===== config.mk =====
export PLATFORM = sky130hd
export DESIGN_NAME = shifter_pipe
export DESIGN_NICKNAME = d
export VERILOG_FILES = /design/src/rtl/shifter_pipe.sv
export SDC_FILE = /design/constraint.sdc
export NUM_CORES = 1
export LEC_CHECK = 0
export CAP_MARGIN = 20
export CORE_MARGIN = 8
export CORE_UTILIZATION = 55
export DETAILED_ROUTE_END_ITERATION = 16
export MAX_ROUTING_LAYER = met4
export PLACE_DENSITY = 0.88
export RECOVER_POWER = 25
export SYNTH_ARGS = -nofsm -noshare
export SYNTH_HDL_FRONTEND = slang
export SYNTH_SLANG_ARGS = --single-unit

===== constraint.sdc =====
create_clock -name clk -period 3.95 [get_ports clk]
set_clock_uncertainty 0.05 [all_clocks]
set_input_delay 0.9875 -clock clk [delete_from_list [all_inputs] [get_ports clk]]
set_output_delay 0.9875 -clock clk [all_outputs]
set_load 0.005 [all_outputs]

===== src/rtl/shifter_pipe.sv =====
// Pipelined log shifter: rotates, logical and arithmetic shifts.
// Shift levels are spread across NUM_STAGES registered stages with valid/ready flow.
module shifter_pipe #(
  parameter int WIDTH      = 16,
  parameter int CNT_W      = 4,
  parameter int NUM_STAGES = 2,
  parameter int TAG_W      = 4
) (
  input  logic             clk,
  input  logic             rst,
  input  logic             flush,
  input  logic             in_valid,
  output logic             in_ready,
  input  logic [WIDTH-1:0] in_data,
  input  logic [CNT_W-1:0] in_cnt,
  input  logic [2:0]       in_op,
  input  logic [TAG_W-1:0] in_tag,
  output logic             out_valid,
  input  logic             out_ready,
  output logic [WIDTH-1:0] out_data,
  output logic             out_zero,
  output logic             out_err,
  output logic [TAG_W-1:0] out_tag
);

  localparam int PER  = CNT_W / NUM_STAGES;
  localparam int LAST = NUM_STAGES - 1;

  logic                  adv;
  logic [NUM_STAGES-1:0] vq;
  logic [WIDTH-1:0]      dq [NUM_STAGES];
  logic [CNT_W-1:0]      cq [NUM_STAGES];
  logic [2:0]            oq [NUM_STAGES];
  logic [TAG_W-1:0]      tq [NUM_STAGES];
  logic [WIDTH-1:0]      sh [NUM_STAGES];
  logic                  zero_r;

  assign adv      = ~out_valid | out_ready;
  assign in_ready = adv;

  function automatic logic [WIDTH-1:0] lvl(
    input logic [WIDTH-1:0] d,
    input logic [2:0]       op,
    input int               s
  );
    logic [WIDTH-1:0] r;
    r = d;
    case (op)
      3'b000:  r = (d << s) | (d >> (WIDTH - s));
      3'b001:  r = d << s;
      3'b010:  r = (d >> s) | (d << (WIDTH - s));
      3'b011:  r = d >> s;
      3'b100:  r = $unsigned($signed(d) >>> s);
      default: r = d;
    endcase
    return r;
  endfunction

  for (genvar k = 0; k < NUM_STAGES; k++) begin : g_st
    localparam int LO = k * PER;
    localparam int HI = (k == LAST) ? CNT_W : (k + 1) * PER;

    logic             iv;
    logic [WIDTH-1:0] id;
    logic [CNT_W-1:0] ic;
    logic [2:0]       io;
    logic [TAG_W-1:0] it;
    logic [WIDTH-1:0] x;

    logic             v_r;
    logic [WIDTH-1:0] d_r;
    logic [CNT_W-1:0] c_r;
    logic [2:0]       o_r;
    logic [TAG_W-1:0] t_r;

    if (k == 0) begin : g_in
      assign iv = in_valid;
      assign id = in_data;
      assign ic = in_cnt;
      assign io = in_op;
      assign it = in_tag;
    end else begin : g_mid
      assign iv = vq[k-1];
      assign id = dq[k-1];
      assign ic = cq[k-1];
      assign io = oq[k-1];
      assign it = tq[k-1];
    end

    always_comb begin
      x = id;
      for (int l = LO; l < HI; l++) begin
        if (ic[l]) x = lvl(x, io, 1 << l);
      end
    end

    always_ff @(posedge clk or posedge rst) begin
      if (rst) begin
        v_r <= 1'b0;
        d_r <= '0;
        c_r <= '0;
        o_r <= '0;
        t_r <= '0;
      end else if (flush) begin
        v_r <= 1'b0;
      end else if (adv) begin
        v_r <= iv;
        d_r <= x;
        c_r <= ic;
        o_r <= io;
        t_r <= it;
      end
    end

    assign vq[k] = v_r;
    assign dq[k] = d_r;
    assign cq[k] = c_r;
    assign oq[k] = o_r;
    assign tq[k] = t_r;
    assign sh[k] = x;
  end

  // zero flag tracks the last stage's data register
  always_ff @(posedge clk or posedge rst) begin
    if (rst) begin
      zero_r <= 1'b0;
    end else if (!flush && adv) begin
      zero_r <= (sh[LAST] == '0);
    end
  end

  assign out_valid = vq[LAST];
  assign out_data  = dq[LAST];
  assign out_tag   = tq[LAST];
  assign out_err   = (oq[LAST] >= 3'd5);
  assign out_zero  = zero_r;

endmodule


==> results.md, run 1 <==
- Status: finished clean
- Kind of critical path: in2out
- I/O pins: 56
- DP Area: 4230 µm²
- Critical Path End Type: primary output
- Share of layout cells above drive strength 1: 8.56%
- Peak VDD IR: 291 µV
- Die area: 9540 µm²
- Maxcap violations: 0
- Slew headroom: 36.9%
- Die W: 97.7 µm
- Overflow after GRT: 0
- Hold_buf cts: 0
- Synth cell types: 62
- Final setup margin: about 0.6 ns
- Setup tns final: 0 ns
- Final Max Slew Viols: 0
- Syn Inst Count: 476
- Drt wl/cell: approximately 19 µm
- Leading area contributor after synthesis: dfrtp_1
- Count leader, synth: nand2_1
- Gr usage total: around a quarter
- RSZ-0062 raised after global routing: false
- DP Cell Count: around 580
- WP data arrival: 2.30 ns
- Top cell type's share of synthesized area: between 30% and 40%
- Setup bufs post-CTS: 0
- Syn Area/Cell: 7.71 µm²
- Largest net degree at the start of global routing: between 50 and 60
- Worst path slowest cell: clkdlybuf4s50_1
- DR pass1 iterations: 6
- Ys Warns: 0
- Crit path top cell by count: clkdlybuf4s50_1
- Number of fill cells in the layout: 541
- Worst EP required: a little under 3 ns
- Power per Cell Area: 405 nW/µm²
- Fin cells: 591
- ANT nets after route: 0
- Reg clk slew, reported paths: 0.09 ns
- Synth Flop Type: dfrtp_1
- CP Launch Type: input pin
- Total core area: 6390 µm²
- Largest cells by area after synthesis: dfrtp_1 35%, nand2_1 12%, o21ai_0 7.6%, a21oi_1 4.6%, a31oi_1 3.4%
- Worst slew pin tran: 0.940 ns
- Vias per inst: approximately 6.4
- ANT cells: 0
- Initial antenna violation count: 0
- Post-synth EDFFs: 0
- IO buf count: 55
- Power consumption: 1.78 mW
- Minimum clock period after layout: 3.34 ns
- Sequential element share of the synthesized area: around a third
- Post_cts resized: 0
- Global-route wire length before repair: roughly 19 mm
- Root buf cell: clkbuf_8
- Min Hold Slack: approximately 0.43 ns
- Syn Std Cell Area: around 3700 µm²
- DP HPWL: 8.05 mm
- HP Class: reg2reg
- Drt initial violations: 339
- Final Hold Viols: 0
- Flops & latches, synth: a little over 50
- Syn Nets: 508
- Crit Path Max Fanout: 4
- Top post-synthesis cells by count: 116 x nand2_1, 56 x o21ai_0, 51 x dfrtp_1, 34 x a21oi_1
- Crit-path cells: clkdlybuf4s50_1 > nor2b_1 > inv_1 > clkdlybuf4s50_1
- Later-pin clock latency in the skew report: 0.31 ns
- Max Freq: 300 MHz
- Clk sinks: 51
- Vias in the first global route: 3680
- Buffer depth of the longest clock path: 2
- Synth async-reset ratio: 100%
- CTS tree: done
- DRC Markers: 0
- Fin area: 4390 µm²
- Layout overhead on the synthesized area: 19.6%
- Crit path largest cell delay: 0.49 ns
- CP top delay family: buffers and inverters
- Final worst-path cycle share: between 80% and 90%
- Detailed Route WL: 11.2 mm
- Post-layout net count: about 550
- Starting Density: 57.5%
- Die height: 97.7 µm
- CTS buffer count: 5
- Final Setup Violations: 0
- Worst slack at placement: 0.629 ns
- Utilization after layout: 68.7%
- Critical path buffers and inverters: 3
- RePlAce Congestion: 1.04
- Rows: 29
- Vias: 3768
- Leakage: 1.83 nW
- Htree depth: 2
## path summary, 6_finish.rpt
| kind | depth (start not counted) | startpoint | end | slack [ns] |
|---|---|---|---|---|
| max in group asynchronous | 3 | rst | g_st[0].v_r | 2.24 |
| max | 4 | out_ready | in_ready | 0.61 |
| min in group asynchronous | 2 | rst | out_tag[0] | 1.05 |
| min reg2reg | 2 | out_data[3] | out_data[3] | 0.43 |
| min | 2 | out_data[3] | out_data[3] | 0.43 |
| max reg2reg | 7 | g_st[0].o_r[0] | out_zero | 1.05 |
## state kept, by name, summed over array words and instances, names as in the netlist
| name | flops |
|---|---|
| g_st.d_r | 16 |
| out_data | 16 |
| g_st.o_r | 6 |
| g_st.t_r | 4 |
| out_tag | 4 |
| g_st.c_r | 2 |
| g_st.v_r | 1 |
| out_valid | 1 |
| out_zero | 1 |
## tightest hold or removal path: stages, from the launching register on
cell	delay (ns)
dfrtp_1	0.35
nand2_1	0.05
o21ai_0	0.06
## layer usage
| layer | vias to the layer above | part of all wire (%) | global-route usage (%) |
|---|---|---|---|
| li1 | 1786 | - | - |
| met1 | 1767 | 42 | 28.3 |
| met2 | 185 | 49 | 39.4 |
| met3 | 30 | 6.5 | 3.77 |
| met4 | 0 | 3.0 | 10.8 |
| met5 | - | 0 | - |
## final cells by class
cell class,count,area (µm²),area share [%]
clock buffers,5,68.8,1.57
clock inverters,3,67.6,1.54
inverters,10,37.5,0.855
multi-input cells,376,2160,49.2
flip-flops and latches,51,1280,29.1
well taps,77,96.3,2.20
repair buffers,69,681,15.5
## report_power, final
group | switching, mW | leakage [nW] | internal, mW
Sequential | 0.107 | 0.626 | 0.609
Clock | 0.182 | 0.0644 | 0.253
Combinational | 0.322 | 1.14 | 0.305
## cells by family after synthesis
group                  Yosys count  synth area share [%]
AO/OA/AOI/OAI                  179                  31.6
buffers and inverters           49                  6.41
flip-flops                      51                  34.8
AND/OR/NAND/NOR                184                  23.3
multiplexers                    13                  3.89
## placed cells by master (no fill, tap or decap), types with 3 or more instances in the layout
master	netlist	layout
nand2_1	116	116
o21ai_0	56	56
clkdlybuf4s50_1	0	54
dfrtp_1	51	51
a21oi_1	34	34
a31oi_1	20	20
nor2_1	16	15
buf_4	4	12
nand2b_1	10	10
inv_1	10	10
nor2b_1	7	7
a21o_1	7	7
o21a_1	6	6
nand3_1	6	6
mux2i_1	6	6
mux2_2	6	6
a22oi_1	6	6
and2_1	5	5
o22ai_1	5	5
clkbuf_8	0	5
a211oi_1	4	4
a32oi_1	4	4
a222oi_1	4	4
a221oi_1	4	4
and3_1	4	4
o21ai_1	3	3
nand3b_1	3	3
nor3b_1	3	3
Power figures use the tool's default switching activity.
==> run 2: changes to the inputs <==
--- a/config.mk
+++ b/config.mk
@@ -7,10 +7,10 @@
 export LEC_CHECK = 0
 export CAP_MARGIN = 20
 export CORE_MARGIN = 8
-export CORE_UTILIZATION = 55
+export CORE_UTILIZATION = 50
 export DETAILED_ROUTE_END_ITERATION = 16
 export MAX_ROUTING_LAYER = met4
-export PLACE_DENSITY = 0.88
+export PLACE_DENSITY = 0.85
 export RECOVER_POWER = 25
 export SYNTH_ARGS = -nofsm -noshare
 export SYNTH_HDL_FRONTEND = slang
==> constraint.sdc (replaced) <==
create_clock -name clk -period 2.7 [get_ports clk]
set_clock_uncertainty 0.05 [all_clocks]
set_input_delay 0.675 -clock clk [delete_from_list [all_inputs] [get_ports clk]]
set_output_delay 0.675 -clock clk [all_outputs]
set_load 0.005 [all_outputs]
==> run 2 against run 1 <==
Count of clock-buffer cells in the layout unchanged. Flip-flop and latch count is the same. Worst hold slack worse by 0.0019 ns. Sequential power up 44%. Worst setup slack got worse by 0.47 ns. Routed wire length is 4.5% lower. Sequential share of layout area shrank 0.59 points. Register-to-register slack lost 0.90 ns. Critical path type unchanged. Highest routed layer unchanged.
==> results.md, run 2 (synthesis gave the netlist of run 1 again) <==
- Die W: 102 µm
- Commonest non-fill, non-tap cell in the layout: nand2_1
- Most frequent cells in the layout: 116 x nand2_1, 56 x o21ai_0, 54 x clkdlybuf4s50_1
- Drt initial violations: 302
- Crit-path cells: clkdlybuf4s50_1 > nor2b_2 > inv_1 > clkdlybuf4s50_1
- Sequential share of power: between 40% and 50%
- DRC Markers: 0
- Drt wl/cell: 17.0 µm
- Total core area: 7180 µm²
- Kind of critical path: in2out
- Crit path largest cell delay: roughly 0.46 ns
- RePlAce Congestion: about 1
- Hold_buf cts: 0
- Number of fill cells in the layout: 628
- Worst EP required: 1.98 ns
- DP Cell Count: just over 600
- Worst slack at placement: -0.0446 ns
- FF+latch area: between 1000 and 1500 µm²
- Final Max Slew Viols: 0
- Vias in the first global route: about 3700
- Comb pwr share: between 30% and 40%
- Starting Density: 51.1%
- Clk sinks: 51
- Final Setup Violations: 0
- Leakage: 1.88 nW
- Overflow after GRT: 0
- Reg clk slew, reported paths: 0.11 ns
- Power consumption: 2.45 mW
- CTS buffer count: 5
- Post-layout net count: between 500 and 600
- I/O pins: 56
- Initial antenna violation count: 0
- Root buf cell: clkbuf_8
- Minimum clock period after layout: approximately 2.6 ns
- Die area: 10300 µm²
- Clk pwr share: 19.2%
- Sw Share: 36.7%
- Int Pwr: 1.55 mW
- Vias: 3858
- ANT nets after route: 0
- Final worst-path cycle share: between 90% and 100%
- Largest net degree at the start of global routing: 37
- Peak VDD IR: 271 µV
- Crit Path Max Fanout: 4
- Critical Path End Type: primary output
- Crit path top cell by count: clkdlybuf4s50_1
- Gr usage total: 21.6%
- Area of the multi-input gates: 2160 µm²
- DP HPWL: 8.23 mm
- Buffer depth of the longest clock path: 2
- Vias per inst: 6.15
- Slew headroom: 34.8%
- Layout overhead on the synthesized area: 22.1%
- Fin cells: 627
- Fin area: 4480 µm²
- IO buf count: 55
- Power per Cell Area: roughly 550 nW/µm²
- Flop2flop setup slack: 0.15 ns
- HP Class: reg2reg
- Worst path slowest cell: clkdlybuf4s50_1
- ANT cells: 0
- Status: finished clean
- Final Hold Viols: 0
- Max Freq: 391 MHz
- CP Launch Type: input pin
- Final setup margin: 0.140 ns
- WP data arrival: 1.83 ns
- Maxcap violations: 0
- Rows: 31
- Share of layout cells above drive strength 1: about 11%
- Die height: 102 µm
- Switching power total: 0.901 mW
- Htree depth: 2
- Detailed Route WL: 10.7 mm
- Later-pin clock latency in the skew report: 0.32 ns
- Worst slew pin tran: 0.977 ns
- DR pass1 iterations: 6
- RSZ-0062 raised after global routing: false
- DP Area: 4400 µm²
- CTS tree: done
- Global-route wire length before repair: 17.7 mm
run 2: worst paths after layout:
path,from,to,cells after the start
max in group asynchronous,rst,out_data[1],3
worst min-delay path,g_st[0].t_r[0],out_tag[0],2
worst max register to register,g_st[0].o_r[2],out_zero,7
worst min register to register,g_st[0].t_r[0],out_tag[0],2
worst max-delay path,out_ready,in_ready,4
min in group asynchronous,rst,g_st[0].d_r[15],2
run 2: per-layer routing:
layer  vias to the layer above  track usage, %  part of all wire, %
met3                        35            2.61                  5.7
met4                         0            8.82                  2.7
li1                       1819               -                    -
met1                      1812            25.0                   42
met5                         -               -                    0
met2                       192            37.1                   50
run 2: worst max-delay path: cells and delay by family:
| family | cells | cell delay, ns |
|---|---|---|
| buffers and inverters | 3 | 0.97 |
| and+or+nand+nor | 1 | 0.19 |
run 2: power groups by stage:
stage | sequential, mW | combinational, mW | clock [mW]
global placement | 1.04 | 0.932 | 0
global route | 1.05 | 1.04 | 0.506
finish | 1.03 | 0.948 | 0.472
floorplan | 1.00 | 0.576 | 0
detailed placement | 1.05 | 0.943 | 0
CTS | 1.03 | 0.948 | 0.483
run 2: repair_timing:
| action | in CTS | in global routing |
|---|---|---|
| endpoints found under the hold margin | 0 | 0 |
| resized for setup | 0 | 1 |
| buffers inserted | 0 | 0 |
| endpoints found under the setup margin | 0 | 1 |
run 2: stage by stage:
stage / util (%) / setup TNS, ns / hold WS (ns)
after floorplan: - / 0 / 0.389
after global placement: 61.3 / -0.0353 / 0.396
after detailed placement: 61.3 / -0.0629 / 0.410
after CTS: 62.6 / 0 / 0.435
after global routing: 62.4 / 0 / 0.460
final: 62.4 / 0 / 0.429
run 2: cell type report:
class	instances	area share, %
repair buffers	83	17.5
clock buffers	5	1.54
inverters	10	0.838
well taps	99	2.77
clock inverters	3	0.587
flip-flops and latches	51	28.5
multi-input cells	376	48.3
